## src/rtl/lattice_pkg.sv

```systemverilog
// lattice_pkg: shared widths and types for the lattice result collector
package lattice_pkg;
  localparam int LOG2_CORES = 1;
  localparam int NONCE_BITS = 32;
  localparam int RW = NONCE_BITS - LOG2_CORES;
  typedef logic [NONCE_BITS-1:0] nonce_t;
  typedef logic [LOG2_CORES-1:0] partition_t;
endpackage

```

## src/rtl/lattice_result_collector_if.sv

```systemverilog
// processorResultsIfc: success flag plus winning partition index from a lattice block
interface processorResultsIfc #(parameter int LOG2_NUM_CORES = 1);
  logic success;
  logic [LOG2_NUM_CORES-1:0] partition;
  modport writer (output success, output partition);
  modport reader (input success, input partition);
endinterface

```

## src/rtl/lattice_nonce_fifo.sv

```systemverilog
// lattice_nonce_fifo: synchronous FIFO with wrap-bit pointers and a registered head
module lattice_nonce_fifo #(
  parameter int W = 32,
  parameter int DEPTH = 4
) (
  input  logic         clk,
  input  logic         rst,
  input  logic         push_i,
  input  logic [W-1:0] din_i,
  input  logic         pop_i,
  output logic [W-1:0] dout_o,
  output logic         valid_o,
  output logic         full_o
);
  localparam int AW = $clog2(DEPTH);
  logic [W-1:0] mem [DEPTH];
  logic [AW:0] wr_q, rd_q, wr_d, rd_d;
  logic [W-1:0] head_d;
  logic empty, do_push, do_pop;
  assign empty = wr_q == rd_q;
  assign full_o = (wr_q[AW] != rd_q[AW]) && (wr_q[AW-1:0] == rd_q[AW-1:0]);
  assign do_pop = pop_i && !empty;
  assign do_push = push_i && (!full_o || do_pop);
  assign wr_d = wr_q + (AW+1)'(do_push);
  assign rd_d = rd_q + (AW+1)'(do_pop);
  // the new head is the incoming word when it lands in the slot being exposed
  assign head_d = (do_push && wr_q[AW-1:0] == rd_d[AW-1:0]) ? din_i : mem[rd_d[AW-1:0]];
  // storage array, no reset needed
  always_ff @(posedge clk) begin
    if (do_push) mem[wr_q[AW-1:0]] <= din_i;
  end
  // pointers and registered head
  always_ff @(posedge clk or negedge rst) begin
    if (!rst) begin
      wr_q <= '0;
      rd_q <= '0;
      dout_o <= '0;
      valid_o <= 1'b0;
    end else begin
      wr_q <= wr_d;
      rd_q <= rd_d;
      dout_o <= head_d;
      valid_o <= wr_d != rd_d;
    end
  end
endmodule

```

## src/rtl/lattice_result_collector.sv

```systemverilog
// lattice_result_collector: rebuilds found nonces, buffers them and tracks per-block status
module lattice_result_collector
  import lattice_pkg::*;
#(
  parameter int LOG2_NUM_CORES = LOG2_CORES,
  parameter int NONCE_W = NONCE_BITS,
  parameter int FIFO_DEPTH = 4,
  parameter int COUNT_W = 8
) (
  input  logic               clk,
  input  logic               rst,
  processorResultsIfc.reader results_i,
  input  logic               valid_i,
  input  logic               new_block_i,
  output logic [NONCE_W-1:0] nonce_o,
  output logic               nonce_valid_o,
  input  logic               nonce_ready_i,
  output logic [COUNT_W-1:0] hit_count_o,
  output logic               overflow_o,
  output logic               exhausted_o
);
  localparam int RWL = NONCE_W - LOG2_NUM_CORES;
  logic [RWL-1:0] round_q, eff;
  logic hit, full, drop;
  assign eff = new_block_i ? '0 : round_q;
  assign hit = valid_i && results_i.success;
  assign drop = hit && full && !(nonce_valid_o && nonce_ready_i);
  lattice_nonce_fifo #(.W(NONCE_W), .DEPTH(FIFO_DEPTH)) u_fifo (
    .clk(clk),
    .rst(rst),
    .push_i(hit),
    .din_i({eff, results_i.partition}),
    .pop_i(nonce_ready_i),
    .dout_o(nonce_o),
    .valid_o(nonce_valid_o),
    .full_o(full)
  );
  // round counter, exhaustion pulse, saturating hit count and sticky overflow
  always_ff @(posedge clk or negedge rst) begin
    if (!rst) begin
      round_q <= '0;
      exhausted_o <= 1'b0;
      hit_count_o <= '0;
      overflow_o <= 1'b0;
    end else begin
      round_q <= valid_i ? eff + RWL'(1) : (new_block_i ? '0 : round_q);
      exhausted_o <= valid_i && (eff == '1);
      hit_count_o <= new_block_i ? COUNT_W'(hit) : (hit && hit_count_o != '1) ? hit_count_o + COUNT_W'(1) : hit_count_o;
      overflow_o <= new_block_i ? drop : (overflow_o | drop);
    end
  end
endmodule

```

## src/flat_wrapper.sv

```systemverilog
// flat-port wrapper written by rule: the top's interface ports become plain ports
module lattice_result_collector_flat import lattice_pkg::*;
#(
  parameter int LOG2_NUM_CORES = LOG2_CORES,
  parameter int NONCE_W = NONCE_BITS,
  parameter int FIFO_DEPTH = 4,
  parameter int COUNT_W = 8
)
  (clk, rst, valid_i, new_block_i, nonce_o, nonce_valid_o, nonce_ready_i, hit_count_o, overflow_o, exhausted_o, results_i_success, results_i_partition);
  processorResultsIfc #(.LOG2_NUM_CORES(LOG2_NUM_CORES)) results_i_i ();
  input  logic clk;
  input  logic rst;
  input  logic valid_i;
  input  logic new_block_i;
  output logic [NONCE_W-1:0] nonce_o;
  output logic nonce_valid_o;
  input  logic nonce_ready_i;
  output logic [COUNT_W-1:0] hit_count_o;
  output logic overflow_o;
  output logic exhausted_o;
  input wire logic [$bits(results_i_i.success)-1:0] results_i_success;
  input wire logic [$bits(results_i_i.partition)-1:0] results_i_partition;
  assign results_i_i.success = results_i_success;
  assign results_i_i.partition = results_i_partition;
  lattice_result_collector #(.LOG2_NUM_CORES(LOG2_NUM_CORES), .NONCE_W(NONCE_W), .FIFO_DEPTH(FIFO_DEPTH), .COUNT_W(COUNT_W)) u_core (.clk(clk), .rst(rst), .results_i(results_i_i), .valid_i(valid_i), .new_block_i(new_block_i), .nonce_o(nonce_o), .nonce_valid_o(nonce_valid_o), .nonce_ready_i(nonce_ready_i), .hit_count_o(hit_count_o), .overflow_o(overflow_o), .exhausted_o(exhausted_o));
endmodule
```

## config.mk

```make
export PLATFORM = sky130hd
export DESIGN_NAME = lattice_result_collector_flat
export DESIGN_NICKNAME = d
export VERILOG_FILES = /design/src/rtl/lattice_pkg.sv /design/src/rtl/lattice_result_collector_if.sv /design/src/rtl/lattice_nonce_fifo.sv /design/src/rtl/lattice_result_collector.sv /design/src/flat_wrapper.sv
export SDC_FILE = /design/constraint.sdc
export NUM_CORES = 1
export LEC_CHECK = 0
export ABC_AREA = 1
export CELL_PAD_IN_SITES_DETAIL_PLACEMENT = 1
export CELL_PAD_IN_SITES_GLOBAL_PLACEMENT = 2
export CORE_ASPECT_RATIO = 1.2
export CORE_UTILIZATION = 36
export CTS_CLUSTER_SIZE = 16
export DETAILED_ROUTE_END_ITERATION = 7
export GPL_ROUTABILITY_DRIVEN = 0
export HOLD_SLACK_MARGIN = 0.05
export PLACE_DENSITY_LB_ADDON = 0.1
export REMOVE_ABC_BUFFERS = 1
export SYNTH_ARGS = -nofsm -noshare
export SYNTH_HDL_FRONTEND = slang
export SYNTH_SLANG_ARGS = --single-unit
```

## constraint.sdc

```tcl
create_clock -name clk -period 3.4 [get_ports clk]
set_input_delay 0.51 -clock clk [delete_from_list [all_inputs] [get_ports clk]]
set_output_delay 0.51 -clock clk [all_outputs]
set_load 0.01 [all_outputs]
```

## After elaboration in Yosys (flattened, before gate mapping)

Memory sizes are Yosys's and may differ from the RTL's. A register that Yosys moved wholly into a read port is not among the register bits.
Index checks and enable logic that the tools add are counted.

| cells by class | value |
|---|---|
| add/subtract/negate cells | 4 |
| $mul | 0 |
| divide/modulo/power cells | 0 |
| magnitude comparators | 0 |
| eq/ne operators | 6 |
| shift-type cells | 0 |
| mux-type cells | 7 |
| bitwise gates (word level) | 1 |
| reductions and logical operators | 15 |

Operator list:

| cell | count |
|---|---|
| two-way mux 31 bit | 2 |
| adder 31 x 1 -> 31 bit (second input constant) | 1 |
| equality test 31 bit (second input constant) | 1 |
| two-way mux 8 bit | 2 |
| logical AND 1 bit | 9 |
| adder 8 x 1 -> 8 bit (second input constant) | 1 |
| inequality test 8 bit (second input constant) | 1 |
| adder 3 x 1 -> 3 bit | 2 |
| zero test 1 bit | 4 |
| equality test 3 bit | 1 |
| two-way mux 1 bit | 3 |
| inequality test 3 bit | 1 |
| equality test 2 bit | 1 |
| nonzero test 2 bit | 1 |
| logical OR 1 bit | 1 |
| inequality test 1 bit | 1 |
| bitwise OR 1 bit | 1 |

| storage, ports and cells | value |
|---|---|
| register bits | 48 |
| latch bits | 0 |
| bits in writable memories | 128 |
| bits in read-only memories | 0 |
| output and inout bits | 43 |
| memories | 1 |

Memories:

| name | words | bits a word | read ports | clocked after memory_dff | wr ports | RTL line | RTL |
|---|---|---|---|---|---|---|---|
| u_core.u_fifo.mem | 4 | 32 | 1 | 1 | 1 | lattice_nonce_fifo.sv:16 | `logic [W-1:0] mem [DEPTH];` |

## Depth between registers and ports, before layout

Gate-level depths: netlist (run 1).

| depth | value |
|---|---|
| depth after elaboration | 7 |
| mapped depth | 17 |

## Cells and area by module

A second synthesis (run 1) with hierarchy kept.

| second synthesis, totals | value |
|---|---|
| cell total of the unflattened synthesis | 821 |
| area, all modules | 9029.9 um2 |

By module, submodules not included:

| module | times used | cells each | area each (um2) |
|---|---|---|---|
| lattice_nonce_fifo | 1 | 496 | 6557.5 |
| lattice_result_collector | 1 | 325 | 2472.4 |

## Least setup slack after synthesis (run 1)

Ideal clock, no wire load.

| timing path | value |
|---|---|
| path kind | input-to-reg |
| start point | input port valid_i |
| end point | memory u_core.u_fifo.mem[2][0], enable pin |
| setup time | 0.461 ns |
| arrival time | 3.165 ns |
| data required time | 2.939 ns |
| path slack | -0.226 ns |
| cell stages on the path | 5 |
| path buffers | 1 |
| path through | buf_2 nand2_1 inv_1 nand2_1 nor3_1 |

| on the way | value |
|---|---|
| cells in the longest elaborated chain, start to end | 4 |

Ends and longest elaborated chain:

| element | RTL line | RTL |
|---|---|---|
| start: declaration | flat_wrapper.sv:13 | `input logic valid_i;` |
| logical AND 1 bit | lattice_result_collector.sv:26 | `assign hit = valid_i && results_i.success;` |
| logical AND 1 bit | lattice_nonce_fifo.sv:23 | `assign do_push = push_i && (!full_o \|\| do_pop);` |
| two-way mux 1 bit | lattice_nonce_fifo.sv:30 | `if (do_push) mem[wr_q[AW-1:0]] <= din_i;` |
| two-way mux 1 bit (implied by the code) | lattice_nonce_fifo.sv:30 |  |
| end: declaration | lattice_nonce_fifo.sv:16 |  |

No other way between the ends.

## Worst setup path in the final report (run 1)

| timing path | value |
|---|---|
| start point | register u_core.u_fifo.wr_q[0] |
| end point | register u_core.u_fifo.dout_o[21] (read register of u_core.u_fifo.mem) |

| on the way | value |
|---|---|
| cells in the longest elaborated chain, start to end | 4 |

Ends and longest elaborated chain:

| element | RTL line | RTL |
|---|---|---|
| start: declaration | lattice_nonce_fifo.sv:17 | `logic [AW:0] wr_q, rd_q, wr_d, rd_d;` |
| start signal: assignment | lattice_nonce_fifo.sv:40 | `wr_q <= wr_d;` |
| equality test 3 bit | lattice_nonce_fifo.sv:20 | `assign empty = wr_q == rd_q;` |
| zero test 1 bit | lattice_nonce_fifo.sv:22 | `assign do_pop = pop_i && !empty;` |
| logical AND 1 bit | lattice_nonce_fifo.sv:22 |  |
| adder 3 x 1 -> 3 bit | lattice_nonce_fifo.sv:25 | `assign rd_d = rd_q + (AW+1)'(do_pop);` |
| net u_core.u_fifo.rd_d[1] | lattice_nonce_fifo.sv:17 |  |
| end: declaration | lattice_nonce_fifo.sv:11 | `output logic [W-1:0] dout_o,` |

The timed path passes the listed nets, and every way through them passes these cells.
A chain may end at the register's enable or synchronous reset.

==> impl_summary.md, run 1 <==
Power
Overall power consumption after layout is estimated at between 9 and 10 mW. For this design the ratio of total power to cell area is approximately 860 mW/mm^2. The worst supply voltage drop on vdd is 0.461 mV. The analysis attributes to cell leakage a power of about 4 nW.

Timing
Subtracting the final worst setup slack from the clock period gives around 2.8 ns. The final number of hold-violating endpoints is 0. The count of endpoints failing setup in the final report is 0. The number of pins with negative max-slew slack in the final report is 0.

Across all hold checks on the routed design, the worst slack comes to ~0.043 ns. The slew of the pin with the lowest slew margin is approximately 0.75 ns. Measured against its own limit, the worst slew margin works out to 0.497. Timing would allow up to between 300 and 400 MHz. Between clock sinks in the finished design, the worst skew comes to 0.0152 ns.

Of the available clock period, the critical path in the final layout requires 0.813. Setup repair after global routing left no endpoint under its margin.

Global route
For met3 alone, demand over resource in global routing was 0.0282. The number of antenna violations at the first check in global routing is 0. The wire length of the first global-routing pass is 36200 um. The most used routing layer in global routing is met2. The via count of the first global-routing pass is between 6000 and 7000. For this run, the total global-route usage over all layers was measured as 0.184. The largest net degree at the start of global routing is 65.

For met1 alone, demand over resource in global routing was 0.230. The total overflow left after global routing is 0. In the global route stage, met2 resource usage came out at 0.329.

Place
Input and output buffers added on the ports amount to 49. The placed wire-length estimate after detailed placement is 14400 um.

Synth
The compound-gate portion of the synthesized area was 0.0857. The share of synthesized cell area in full adder, half adder and majority cells is 0.00849. Dividing the synthesized area by the synthesized cell count gives 11.0 um^2. After synthesis the cells add up to between 0.008 and 0.009 mm^2. The synthesized-area fraction occupied by and/or/nand/nor cells is 0.162. The count of state elements after synthesis is 208. The number of flops mapped to enable cells by yosys is between 100 and 150. The share of the Yosys chip area taken by registers is 0.661.

The XOR/XNOR share of the synthesized area is 0.0297. By area, the combinational part of the netlist is dominated by simple AND/OR/NAND/NOR gates. Yosys printed 0 warnings. Synthesis produced a netlist whose cell count is approximately 810.

The unique cell type count in the Yosys netlist is 35. After synthesis, the share of flip-flops with an asynchronous set or reset is 0.385. The share of cell area taken by muxes after synthesis is 0. For this run, the leading register cell type out of synthesis is sky130_fd_sc_hd__edfxtp_1.

Worst setup path
The startpoint type of the worst setup path is a flop. At the worst endpoint, the arrival time is between 3 and 4 ns. Along the worst path, the maximum fanout reaches 64. The setup path with the least slack is of type reg -> reg. The required arrival time at the worst endpoint is approximately 3.8 ns. The depth of the most critical reg-to-reg path is 13. The worst setup path is captured at a flop.

Route
The final wirelength is around 22000 um. After detailed routing, the number of remaining DRC violations is 0. The number of violations reported at the end of detailed-routing iteration 0 is roughly 220. The count of nets left with antenna violations once routing finished came out at 0. After detailed routing, the average wire length per cell comes to approximately 19 um. Dividing the detail-routed via count by the number of cells gives 4.97. The first-pass iteration count of the detailed router is 4. Across all layers, the routed design uses 5958 vias.

Clocking
In this run the number of H-tree levels came out at 1. The number of gates resized after cts is 0. The number of buffers inserted during clock tree synthesis is 23. After clock tree synthesis, the clock-pin slew on the worst setup and hold paths is ~0.06 ns. The maximum clock insertion buffer count is 3. CTS saw between 200 and 250 sinks.

TritonCTS built the clock tree. The number of hold buffers added after CTS was 0. The clock root buffer is sky130_fd_sc_hd__clkbuf_16. The insertion delay of the later-clocked pin in the worst-skew pair is ~0.5 ns. The number of setup buffers added after CTS is 0.

Floorplan
The overall die area is 0.0252 mm^2. Measured along the y axis, the die boundary spans approximately 170 um. The number of placement rows is slightly above 60. For this design the top-level I/O count stands at 50. The starting utilization of the core area is 0.367. The area of the core is 0.0240 mm^2. The floorplan die width is around 150 um.

Run status
The flow ran to the end, and the final reports show no timing, DRC or antenna violations.

Layout
The most common library cell in the layout ignoring fill and taps is sky130_fd_sc_hd__edfxtp_1. Of the cells placed in the final design, the portion with a size suffix greater than 1 is 0.102. The diode insertion count for antenna repair is 0.

Leaving out fill and tap cells, the most frequent cells in the layout are sky130_fd_sc_hd__edfxtp_1, sky130_fd_sc_hd__nand2_1, sky130_fd_sc_hd__nor2_1. The number of nets in the finished design is slightly below 900. The area growth from synthesis to layout is 18.1%. For this run, the share of the core covered by cells in the final layout is 0.434.

Run
The tool flagged a number of max-cap violations equal to 0.

Min path
The kind of path behind the tightest hold check is in -> async.
## layer usage
metal  share of wire  routed length (um)
met1            0.44                9820
met5               0                   0
met3           0.037                 824
met2            0.51               11500
met4           0.015                 344
## synth_stat cells, types with 9 or more instances
library cell / instances / area (um^2)
sky130_fd_sc_hd__clkbuf_1: 16 / 60.1
sky130_fd_sc_hd__nor3_1: 9 / 45.0
sky130_fd_sc_hd__nand4_1: 9 / 56.3
sky130_fd_sc_hd__inv_1: 71 / 267
sky130_fd_sc_hd__nand3_1: 37 / 185
sky130_fd_sc_hd__nor2_1: 110 / 413
sky130_fd_sc_hd__nor2_2: 12 / 75.1
sky130_fd_sc_hd__buf_2: 10 / 50.1
sky130_fd_sc_hd__edfxtp_1: 128 / 3840
sky130_fd_sc_hd__o21ai_1: 32 / 160
sky130_fd_sc_hd__dfrtp_1: 80 / 2000
sky130_fd_sc_hd__o22ai_1: 32 / 200
sky130_fd_sc_hd__nand2_1: 113 / 424
sky130_fd_sc_hd__o21ai_0: 72 / 360
sky130_fd_sc_hd__xor2_1: 24 / 210
## critical path, stage by stage, from the launching register on
cell and delay (ns):
sky130_fd_sc_hd__dfrtp_1 0.48, sky130_fd_sc_hd__xnor2_1 0.25, sky130_fd_sc_hd__nand3_1 0.11, sky130_fd_sc_hd__nand2_1 0.08, sky130_fd_sc_hd__inv_1 0.04, sky130_fd_sc_hd__ha_2 0.16
sky130_fd_sc_hd__ha_1 0.35, sky130_fd_sc_hd__inv_1 0.08, sky130_fd_sc_hd__nor2_1 0.09, sky130_fd_sc_hd__nor3_1 0.08, sky130_fd_sc_hd__nand3_2 0.07, sky130_fd_sc_hd__buf_4 0.58
sky130_fd_sc_hd__nand2_1 0.12, sky130_fd_sc_hd__o21ai_1 0.16
## layout make-up
type                       instances  area [um^2]
clock buffer                      34          647
clock inverter                     7         37.5
fill                            2617        13600
inverter                          74          283
multi-input combinational        490         2550
sequential                       208         5850
tap                              320          400
timing repair buffer              67          673
## cell families (layout without fill, tap and decap cells)
kind of cell             after synthesis  in the layout
AO/OA/AOI/OAI                        142            142
AND/OR/NAND/NOR                      312            312
buffers and inverters                107            182
flip-flops                           208            208
adder cells (fa/ha/maj)                6              6
XOR/XNOR                              30             30
## metrics by stage
| stage | setup TNS [ns] | instance area (um^2) | setup WS [ns] | std cells |
|---|---|---|---|---|
| after floorplan | -37.87 | 8650 | -0.578 | 772 |
| after CTS | 0 | 10400 | 0.538 | 1200 |
| after global placement | 0 | 9750 | 0.498 | 1159 |
| after global routing | 0 | 10400 | 0.314 | 1200 |
| final | 0 | 10400 | 0.636 | 1200 |
| after detailed placement | 0 | 9750 | 0.398 | 1159 |
## path summary, 6_finish.rpt
check	startpoint	endpoint	slack, ns
setup / recovery	u_core.u_fifo.wr_q[0]$_DFF_PN0_	u_core.u_fifo.dout_o[21]$_DFF_PN0_	0.64
setup reg to reg	u_core.u_fifo.wr_q[0]$_DFF_PN0_	u_core.u_fifo.dout_o[21]$_DFF_PN0_	0.64
max in group asynchronous	rst	u_core.u_fifo.dout_o[27]$_DFF_PN0_	2.60
min in group clk	u_core.u_fifo.rd_q[2]$_DFF_PN0_	u_core.u_fifo.rd_q[2]$_DFF_PN0_	0.52
hold reg to reg	u_core.u_fifo.rd_q[2]$_DFF_PN0_	u_core.u_fifo.rd_q[2]$_DFF_PN0_	0.52
hold / removal	rst	u_core.hit_count_o[2]$_DFFE_PN0P_	0.04
## registers in the layout, indices dropped and copies added, names as in the netlist
signal	flops
u_core.exhausted_o	1
u_core.hit_count_o	8
u_core.overflow_o	1
u_core.round_q	31
u_core.u_fifo.dout_o	32
u_core.u_fifo.mem	128
u_core.u_fifo.rd_q	3
u_core.u_fifo.valid_o	1
u_core.u_fifo.wr_q	3
## power breakdown
part / internal (mW) / switching [mW] / total [mW]
clock: 1.31 / 0.975 / 2.29
combinational: 1.30 / 2.12 / 3.42
sequential: 3.15 / 0.149 / 3.30
total: 5.76 / 3.24 / 9.00
Note: power is estimated with default switching activity, not from simulation.
==> run 2, diff against run 1 <==
--- a/config.mk
+++ b/config.mk
@@ -9,7 +9,7 @@
 export CELL_PAD_IN_SITES_DETAIL_PLACEMENT = 1
 export CELL_PAD_IN_SITES_GLOBAL_PLACEMENT = 2
 export CORE_ASPECT_RATIO = 1.2
-export CORE_UTILIZATION = 36
+export CORE_UTILIZATION = 40
 export CTS_CLUSTER_SIZE = 16
 export DETAILED_ROUTE_END_ITERATION = 7
 export GPL_ROUTABILITY_DRIVEN = 0
==> constraint.sdc (replaced) <==
create_clock -name clk -period 2.62 [get_ports clk]
set_input_delay 0.393 -clock clk [delete_from_list [all_inputs] [get_ports clk]]
set_output_delay 0.393 -clock clk [all_outputs]
set_load 0.01 [all_outputs]
==> run 2 against run 1 <==
Against the previous run: combinational power up 37%; clock power is 45% higher; worst hold slack better by 0.37 ns; sequential share of layout area down 1.7 points; die area shrank 9.9%; worst setup slack lost 0.40 ns; critical path depth did not move; design area grew 3.2%; non-clock buffer count rose by 28; sequential cell count did not move; routed wire length is 0.49% higher; sequential power up 29%; critical path type unchanged; critical endpoint is now u_core.u_fifo.dout_o[1]$_DFF_PN0_; largest power group unchanged.
==> impl_summary.md, run 2 (synthesis results as in run 1) <==
Global route
The met3 global-route usage is 0.0258 (-0.00238). The wire length of the first global-routing pass is 36200 um (about the same). The met1 usage in global routing is 0.262 (+0.0320). After global routing, the most crowded layer is met2. The global route total overflow is 0 (unchanged).

The number of antenna violations at the first check in global routing was 0 (unchanged). The via count of the first global-routing pass was 6755 (+2.8%). The aggregate global-route resource usage came to 0.212 (+0.0279). The met2 routing resource usage after global routing was 0.383 (+0.0539). The largest net degree at the start of global routing was 65 (unchanged).

Timing
The worst-case hold slack is 0.415 ns (+0.372 ns). The slew of the pin with the lowest slew margin is 0.532 ns (-0.222 ns). The final number of hold-violating endpoints was 0 (unchanged). The post-route clock skew came to 0.0156 ns (+0.000396 ns). The count of endpoints failing setup in the final report is 0 (unchanged).

Setup repair after global routing left no endpoint under its margin. The final critical-path required period came to 2.39 ns (-0.376 ns). The final cycle utilization of the critical path came to 0.912 (+0.0986).

The number of pins with negative max-slew slack in the final report is 0 (unchanged). The worst slew margin relative to its limit is 0.645 (+0.148). The highest clock rate is 419 MHz (+16%).

Floorplan
The number of top-level pins is 50 (unchanged). The overall die area is 0.0227 mm^2 (-9.9%). The floorplan die width was 138 um (-5.1%). The area of the core is 0.0217 mm^2 (-9.8%). The number of placement rows was 59 (-4.8%). The die extent in y came to 165 um (-5.1%). The starting utilization of the core area is 0.407 (+0.0397).

Power
The power density of the placed cells is 1140 mW/mm^2 (+32%). The static leakage is 4.27 nW (+5.3%). The overall power consumption is 12.3 mW (+36%). The worst supply voltage drop on vdd is 0.807 mV (+75%).

Clocking
The number of buffers inserted during clock tree synthesis is 23 (unchanged). The total clock sinks came to 208 (unchanged). The number of setup buffers added after CTS was 0 (unchanged). The clock slew at the register clock pins of the worst setup and hold paths is 0.06 ns (about the same). The insertion delay of the later-clocked pin in the worst-skew pair is 0.51 ns (about the same). The H-tree level count is 1 (unchanged). The root buffer cell chosen for the clock tree is sky130_fd_sc_hd__clkbuf_16. The maximum clock insertion buffer count is 3 (unchanged).

TritonCTS built the clock tree.

Layout
The share of post-route cells with drive strength above 1 is 0.133 (+0.0308). The diode insertion count for antenna repair is 0 (unchanged). The post-route core utilization came to 0.496 (+0.0623). The number of flip-flops in the largest register is 128 (unchanged).

Relative to the synthesized area, the layout overhead comes to 21.9%. The summed area of non-filler cells in the final layout is 0.0108 mm^2 (+3.2%). The post-layout instance count excluding filler cells is 1183 (-1.4%). Leaving out fill and tap cells, the most frequent cells in the layout are sky130_fd_sc_hd__edfxtp_1, sky130_fd_sc_hd__nand2_1, sky130_fd_sc_hd__nor2_1.

The number of nets in the finished design is 905 (+3.2%). The most common library cell in the layout ignoring fill and taps is sky130_fd_sc_hd__edfxtp_1.

Place
The number of buffers added on ports is 49 (unchanged). The placed wire-length estimate after detailed placement is 14300 um (-0.98%). The placed cell area is 0.00997 mm^2 (+2.3%). The cell count after placement is 1140 (-1.6%).

Route
The remaining design rule violation count was 0 (unchanged). The number of vias per cell after detailed routing is 5.10 (+2.8%). The final wirelength is 22500 um (+0.49%).

The number of routed nets with antenna violations came to 0 (unchanged). The number of violations reported at the end of detailed-routing iteration 0 is 285 (+31%). The first-pass iteration count of the detailed router is 4 (unchanged). The overall via count from detail_route is 6036 (+1.3%). The average detailed-routed wire length per instance is 19.1 um (+1.9%).

Worst setup path
The largest fanout of any net on the critical path came to 64 (unchanged). The required arrival time at the worst endpoint was 2.99 ns (-0.82 ns). The combined buffer and inverter count along the critical path is 3 (unchanged). STA classifies the critical path endpoint as a flop. The slowest library cell on the worst path is sky130_fd_sc_hd__dfrtp_1.

The gate family responsible for the most delay along the worst path is simple AND/OR/NAND/NOR gates. The critical path is of the reg -> reg type. The delay of the slowest cell on the worst path is 0.40 ns (-0.18 ns). STA classifies the critical path startpoint as a flop.

The arrival time at the worst endpoint was 2.76 ns (-0.41 ns). Walking the worst path, the cells encountered are xnor2_1, nand3_1, nand2_1, inv_1, ha_2, ha_1, inv_1, nor2_1, nor3_2, nand3_2, buf_12, nand2_1, o21ai_1.

Run
The number of max-cap violations came to 0 (unchanged).

Min path
The kind of path behind the tightest hold check is in -> async.

Run status
The flow ran to the end, and the final reports show no timing, DRC or antenna violations.
[run 2: cell types whose count changed in the layout (fill, tap and decap cells not counted), sizes merged]
cell,previous run,this run
buf,19,46
bufinv,0,4
clkinvlp,0,1
dlygate4sd3,0,1
clkbuf,34,30
[run 2: timing repair]
item / CTS / global route
endpoints found under the hold margin: 32 / 0
hold buffers: 1 / 0
setup endpoints to repair: 0 / 2
gates resized for setup: 0 / 2
[run 2: per-stage QoR]
stage                     setup TNS, ns  worst slack [ns]
after global routing                  0            0.0330
final                                 0             0.232
after CTS                             0             0.156
after global placement                0             0.100
after floorplan                 -162.67             -1.36
after detailed placement              0            0.0522
[run 2: worst register-to-register path: stages, from the launching register on]
cell and delay [ns]:
sky130_fd_sc_hd__dfrtp_1 0.40, sky130_fd_sc_hd__xnor2_1 0.21, sky130_fd_sc_hd__nand3_1 0.11, sky130_fd_sc_hd__nand2_1 0.07, sky130_fd_sc_hd__inv_1 0.04, sky130_fd_sc_hd__ha_2 0.15, sky130_fd_sc_hd__ha_1 0.33, sky130_fd_sc_hd__inv_1 0.15
sky130_fd_sc_hd__nor2_1 0.08, sky130_fd_sc_hd__nor3_2 0.20, sky130_fd_sc_hd__nand3_2 0.11, sky130_fd_sc_hd__buf_12 0.21, sky130_fd_sc_hd__nand2_1 0.13, sky130_fd_sc_hd__o21ai_1 0.07
[run 2: final timing paths]
| check | to | cells after the start | start | slack, ns |
|---|---|---|---|---|
| min in group clk | u_core.hit_count_o[3]$_DFFE_PN0P_ | 2 | u_core.hit_count_o[3]$_DFFE_PN0P_ | 0.53 |
| max in group asynchronous | u_core.round_q[27]$_DFF_PN0_ | 3 | rst | 1.55 |
| worst max-delay path | u_core.u_fifo.dout_o[1]$_DFF_PN0_ | 13 | u_core.u_fifo.wr_q[2]$_DFF_PN0_ | 0.23 |
| worst max register to register | u_core.u_fifo.dout_o[1]$_DFF_PN0_ | 13 | u_core.u_fifo.wr_q[2]$_DFF_PN0_ | 0.23 |
| worst min-delay path | u_core.u_fifo.rd_q[1]$_DFF_PN0_ | 2 | rst | 0.41 |
| worst min register to register | u_core.hit_count_o[3]$_DFFE_PN0P_ | 2 | u_core.hit_count_o[3]$_DFFE_PN0P_ | 0.53 |
[run 2: per-layer routing]
layer | up-vias | share of wire
li1 | 2912 | -
met1 | 2999 | 0.43
met2 | 94 | 0.52
met3 | 31 | 0.028
met4 | 0 | 0.020
met5 | - | 0
[run 2: final cells by class]
class,instances,area [um^2]
Fill cell,2355,10900
Sequential cell,208,5850
Multi-Input combinational cell,490,2560
Timing Repair Buffer,95,961
Clock buffer,30,612
Tap cell,274,343
Inverter,74,283
Clock inverter,12,164
[run 2: report_power, final]
part,total [mW],switching [mW],internal (mW)
sequential,4.27,0.184,4.09
clock,3.31,1.27,2.04
combinational,4.67,2.83,1.84
total,12.3,4.29,7.97
==> run 3, diff against run 2 <==
==> constraint.sdc (replaced) <==
create_clock -name clk -period 2.42 [get_ports clk]
set_input_delay 0.363 -clock clk [delete_from_list [all_inputs] [get_ports clk]]
set_output_delay 0.363 -clock clk [all_outputs]
set_load 0.01 [all_outputs]
==> run 3 against run 2 <==
Against the previous run: clock skew increased by 0.013 ns; largest cell class unchanged; sequential power increased by 8.7%; sequential share of layout area decreased by 1.7 points; combinational power increased by 18%.
==> impl_summary.md, run 3 (synthesis results as in run 1) <==
Route
The average detailed-routed wire length per instance is 20.3 um (+6.3%). The number of violations reported at the end of detailed-routing iteration 0 is 243 (-15%). The first-pass iteration count of the detailed router was 4 (unchanged). The length of routed wiring on met1 is 10500 um (+7.5%).

The overall via count from detail_route was 6364 (+5.4%). The final wirelength came to 24800 um (+9.9%). After detailed routing, no signal wire sits above met4. The number of vias per cell after detailed routing is 5.20 (+2.0%).

The remaining design rule violation count came to 0 (unchanged). The wire length on met2 came to 12900 um (+10%). The number of routed nets with antenna violations is 0 (unchanged). The length of routed met3 wiring is 846 um (+34%).

Worst setup path
The cell family contributing the most delay on the critical path is buffers and inverters. The worst flop-to-flop path endpoint is u_core.u_fifo.dout_o[17]$_DFF_PN0_. STA classifies the critical path startpoint as a flop. The most critical setup path has its endpoint at u_core.u_fifo.dout_o[17]$_DFF_PN0_.

The number of cells on the critical path is 13 (unchanged). The library cell appearing most often on the critical path is sky130_fd_sc_hd__inv_1. The largest fanout of any net on the critical path is 8 (-88%). The required arrival time at the worst endpoint was 2.84 ns (-0.15 ns). The arrival time at the worst endpoint is 2.71 ns (-0.05 ns). The endpoint kind of the worst setup timing path is a flop. The classification of the worst setup path is reg -> reg. Traced cell by cell, the critical path runs through xnor2_2, nand3_1, nand2_1, inv_1, ha_2, ha_4, inv_1, nor2_1, nor3_2, nand3_2, buf_4, clkbuf_16, o21ai_1.

The combined buffer and inverter count along the critical path came to 4 (+1). The worst setup slack for register-to-register paths is 0.13 ns (-0.10 ns). In this run the critical register-to-register path is launched from u_core.u_fifo.wr_q[0]$_DFF_PN0_. The delay of the slowest cell on the worst path is 0.41 ns (about the same). Among all stages on the critical path, the largest delay is contributed by sky130_fd_sc_hd__dfrtp_1. The depth of the most critical reg-to-reg path came to 13 (unchanged). The beginning of the critical path is u_core.u_fifo.wr_q[0]$_DFF_PN0_.

Clocking
The clock slew at the register clock pins of the worst setup and hold paths is 0.06 ns (about the same). The clock root buffer is sky130_fd_sc_hd__clkbuf_16. The insertion delay of the later-clocked pin in the worst-skew pair is 0.52 ns (about the same). The number of buffers inserted during clock tree synthesis is 22 (-4.3%).

TritonCTS built the clock tree. The H-tree level count came to 1 (unchanged). The total clock sinks is 208 (unchanged). The maximum clock insertion buffer count is 3 (unchanged).

Global route
The number of antenna violations at the first check in global routing is 0 (unchanged). The largest net degree at the start of global routing is 65 (unchanged). The aggregate global-route resource usage is 0.212 (+0.000436).

The via count of the first global-routing pass is 6931 (+2.6%). The wire length of the first global-routing pass came to 36500 um (+0.78%). The global route total overflow came to 0 (unchanged).

Layout
From synthesis to final layout, the design area changed by 25.8%. The share of post-route cells with drive strength above 1 is 0.174 (+0.0408). The number of nets in the finished design is 946 (+4.5%). The number of flip-flops in the largest register is 128 (unchanged).

The post-layout instance count excluding filler cells is 1223 (+3.4%). In the layout the commonest cells are sky130_fd_sc_hd__edfxtp_1, sky130_fd_sc_hd__nand2_1, sky130_fd_sc_hd__nor2_1. The library cell used most frequently in the layout, excluding fill and tap cells, is sky130_fd_sc_hd__edfxtp_1. The post-route core utilization is 0.512 (+0.0159). The total of fill cells in the finished design is 2339 (-0.68%). The diode insertion count for antenna repair is 0 (unchanged).

Run status
The run finished with clean final reports.

Min path
The kind of path behind the tightest hold check is in -> async.

Floorplan
The number of placement rows is 59 (unchanged). The floorplan die width is 138 um (unchanged). The number of top-level pins is 50 (unchanged). The starting utilization of the core area is 0.407 (unchanged).

The area of the core is 0.0217 mm^2 (unchanged). The overall die area is 0.0227 mm^2 (unchanged). The die extent in y is 165 um (unchanged).

Timing
The worst slew margin relative to its limit is 0.654 (+0.00885). The slew of the pin with the lowest slew margin is 0.517 ns (-0.0152 ns). The count of endpoints failing setup in the final report is 0 (unchanged). The worst-case hold slack is 0.377 ns (-0.0378 ns). The final cycle utilization of the critical path is 0.944 (+0.0327). The final number of hold-violating endpoints is 0 (unchanged). The final critical-path required period is 2.29 ns (-0.103 ns). The number of pins with negative max-slew slack in the final report is 0 (unchanged). The post-route clock skew came to 0.0282 ns (+0.0126 ns).

The highest clock rate came to 438 MHz (+4.5%).

Place
The number of buffers added on ports is 49 (unchanged). The cell count after placement is 1175 (+3.1%). The placed wire-length estimate after detailed placement is 15400 um (+7.3%).

Power
The power density of the placed cells is 1210 mW/mm^2 (+6.6%). The static leakage was 4.49 nW (+5.0%). The worst supply voltage drop on vdd was 0.669 mV (-17%). The overall power consumption is 13.5 mW (+10%).

Run
The number of max-cap violations came to 0 (unchanged).
## run 3: timing repair
| action | 4_1_cts | 5_1_grt |
|---|---|---|
| endpoints found under the hold margin | 31 | 0 |
| buffers inserted | 0 | 2 |
| hold buffers | 1 | 0 |
| setup endpoints to repair | 0 | 33 |
| resized for setup | 0 | 5 |
## run 3: metal layers
layer  global-route usage  vias to the layer above
li1                     -                     2985
met1                0.256                     3219
met2                0.393                      120
met3               0.0255                       40
met4               0.0609                        0
met5                    0                        -
## run 3: how the worst min path moves through the flow
stage	slack, ns	from	endpoint	cells after the start
floorplan	0.07	rst	u_core.exhausted_o$_DFF_PN0_	0
global placement	0.37	rst	u_core.u_fifo.valid_o$_DFF_PN0_	1
detailed placement	0.39	rst	u_core.u_fifo.rd_q[2]$_DFF_PN0_	1
CTS	0.38	rst	u_core.round_q[3]$_DFF_PN0_	2
global route	0.41	rst	u_core.round_q[3]$_DFF_PN0_	2
finish	0.38	rst	u_core.u_fifo.rd_q[2]$_DFF_PN0_	2
## run 3: where the power goes
group	switching, mW	internal, mW	total [mW]
logic	3.25	2.26	5.50
clock network	1.37	1.98	3.35
registers	0.212	4.42	4.64
## run 3: through the flow
step | setup TNS (ns) | setup WS, ns | cell area, um^2
final | 0 | 0.135 | 11100
after global routing | -0.00851 | -0.00464 | 11100
after CTS | 0 | 0.0659 | 11000
after detailed placement | -0.0807 | -0.0268 | 10200
after global placement | 0 | 0.0175 | 10200
after floorplan | -194.67 | -1.56 | 8650
## run 3: cell type report
type / instances / area (um^2) / share of cell area
clock buffer: 29 / 607 / 0.0546
clock inverter: 11 / 113 / 0.0101
inverter: 74 / 283 / 0.0254
multi-input combinational: 490 / 2590 / 0.233
sequential: 208 / 5850 / 0.526
tap: 274 / 343 / 0.0308
timing repair buffer: 137 / 1340 / 0.120
## run 3: worst reg2reg max path: cells and delay by family (launching register included)
family,cells,cell delay [ns]
AOI/OAI and AO/OA,1,0.19
adders and majority gates,2,0.40
and+or+nand+nor,5,0.49
xor gates and xnor gates,1,0.20
DFF,1,0.41
buffers and inverters,4,0.52
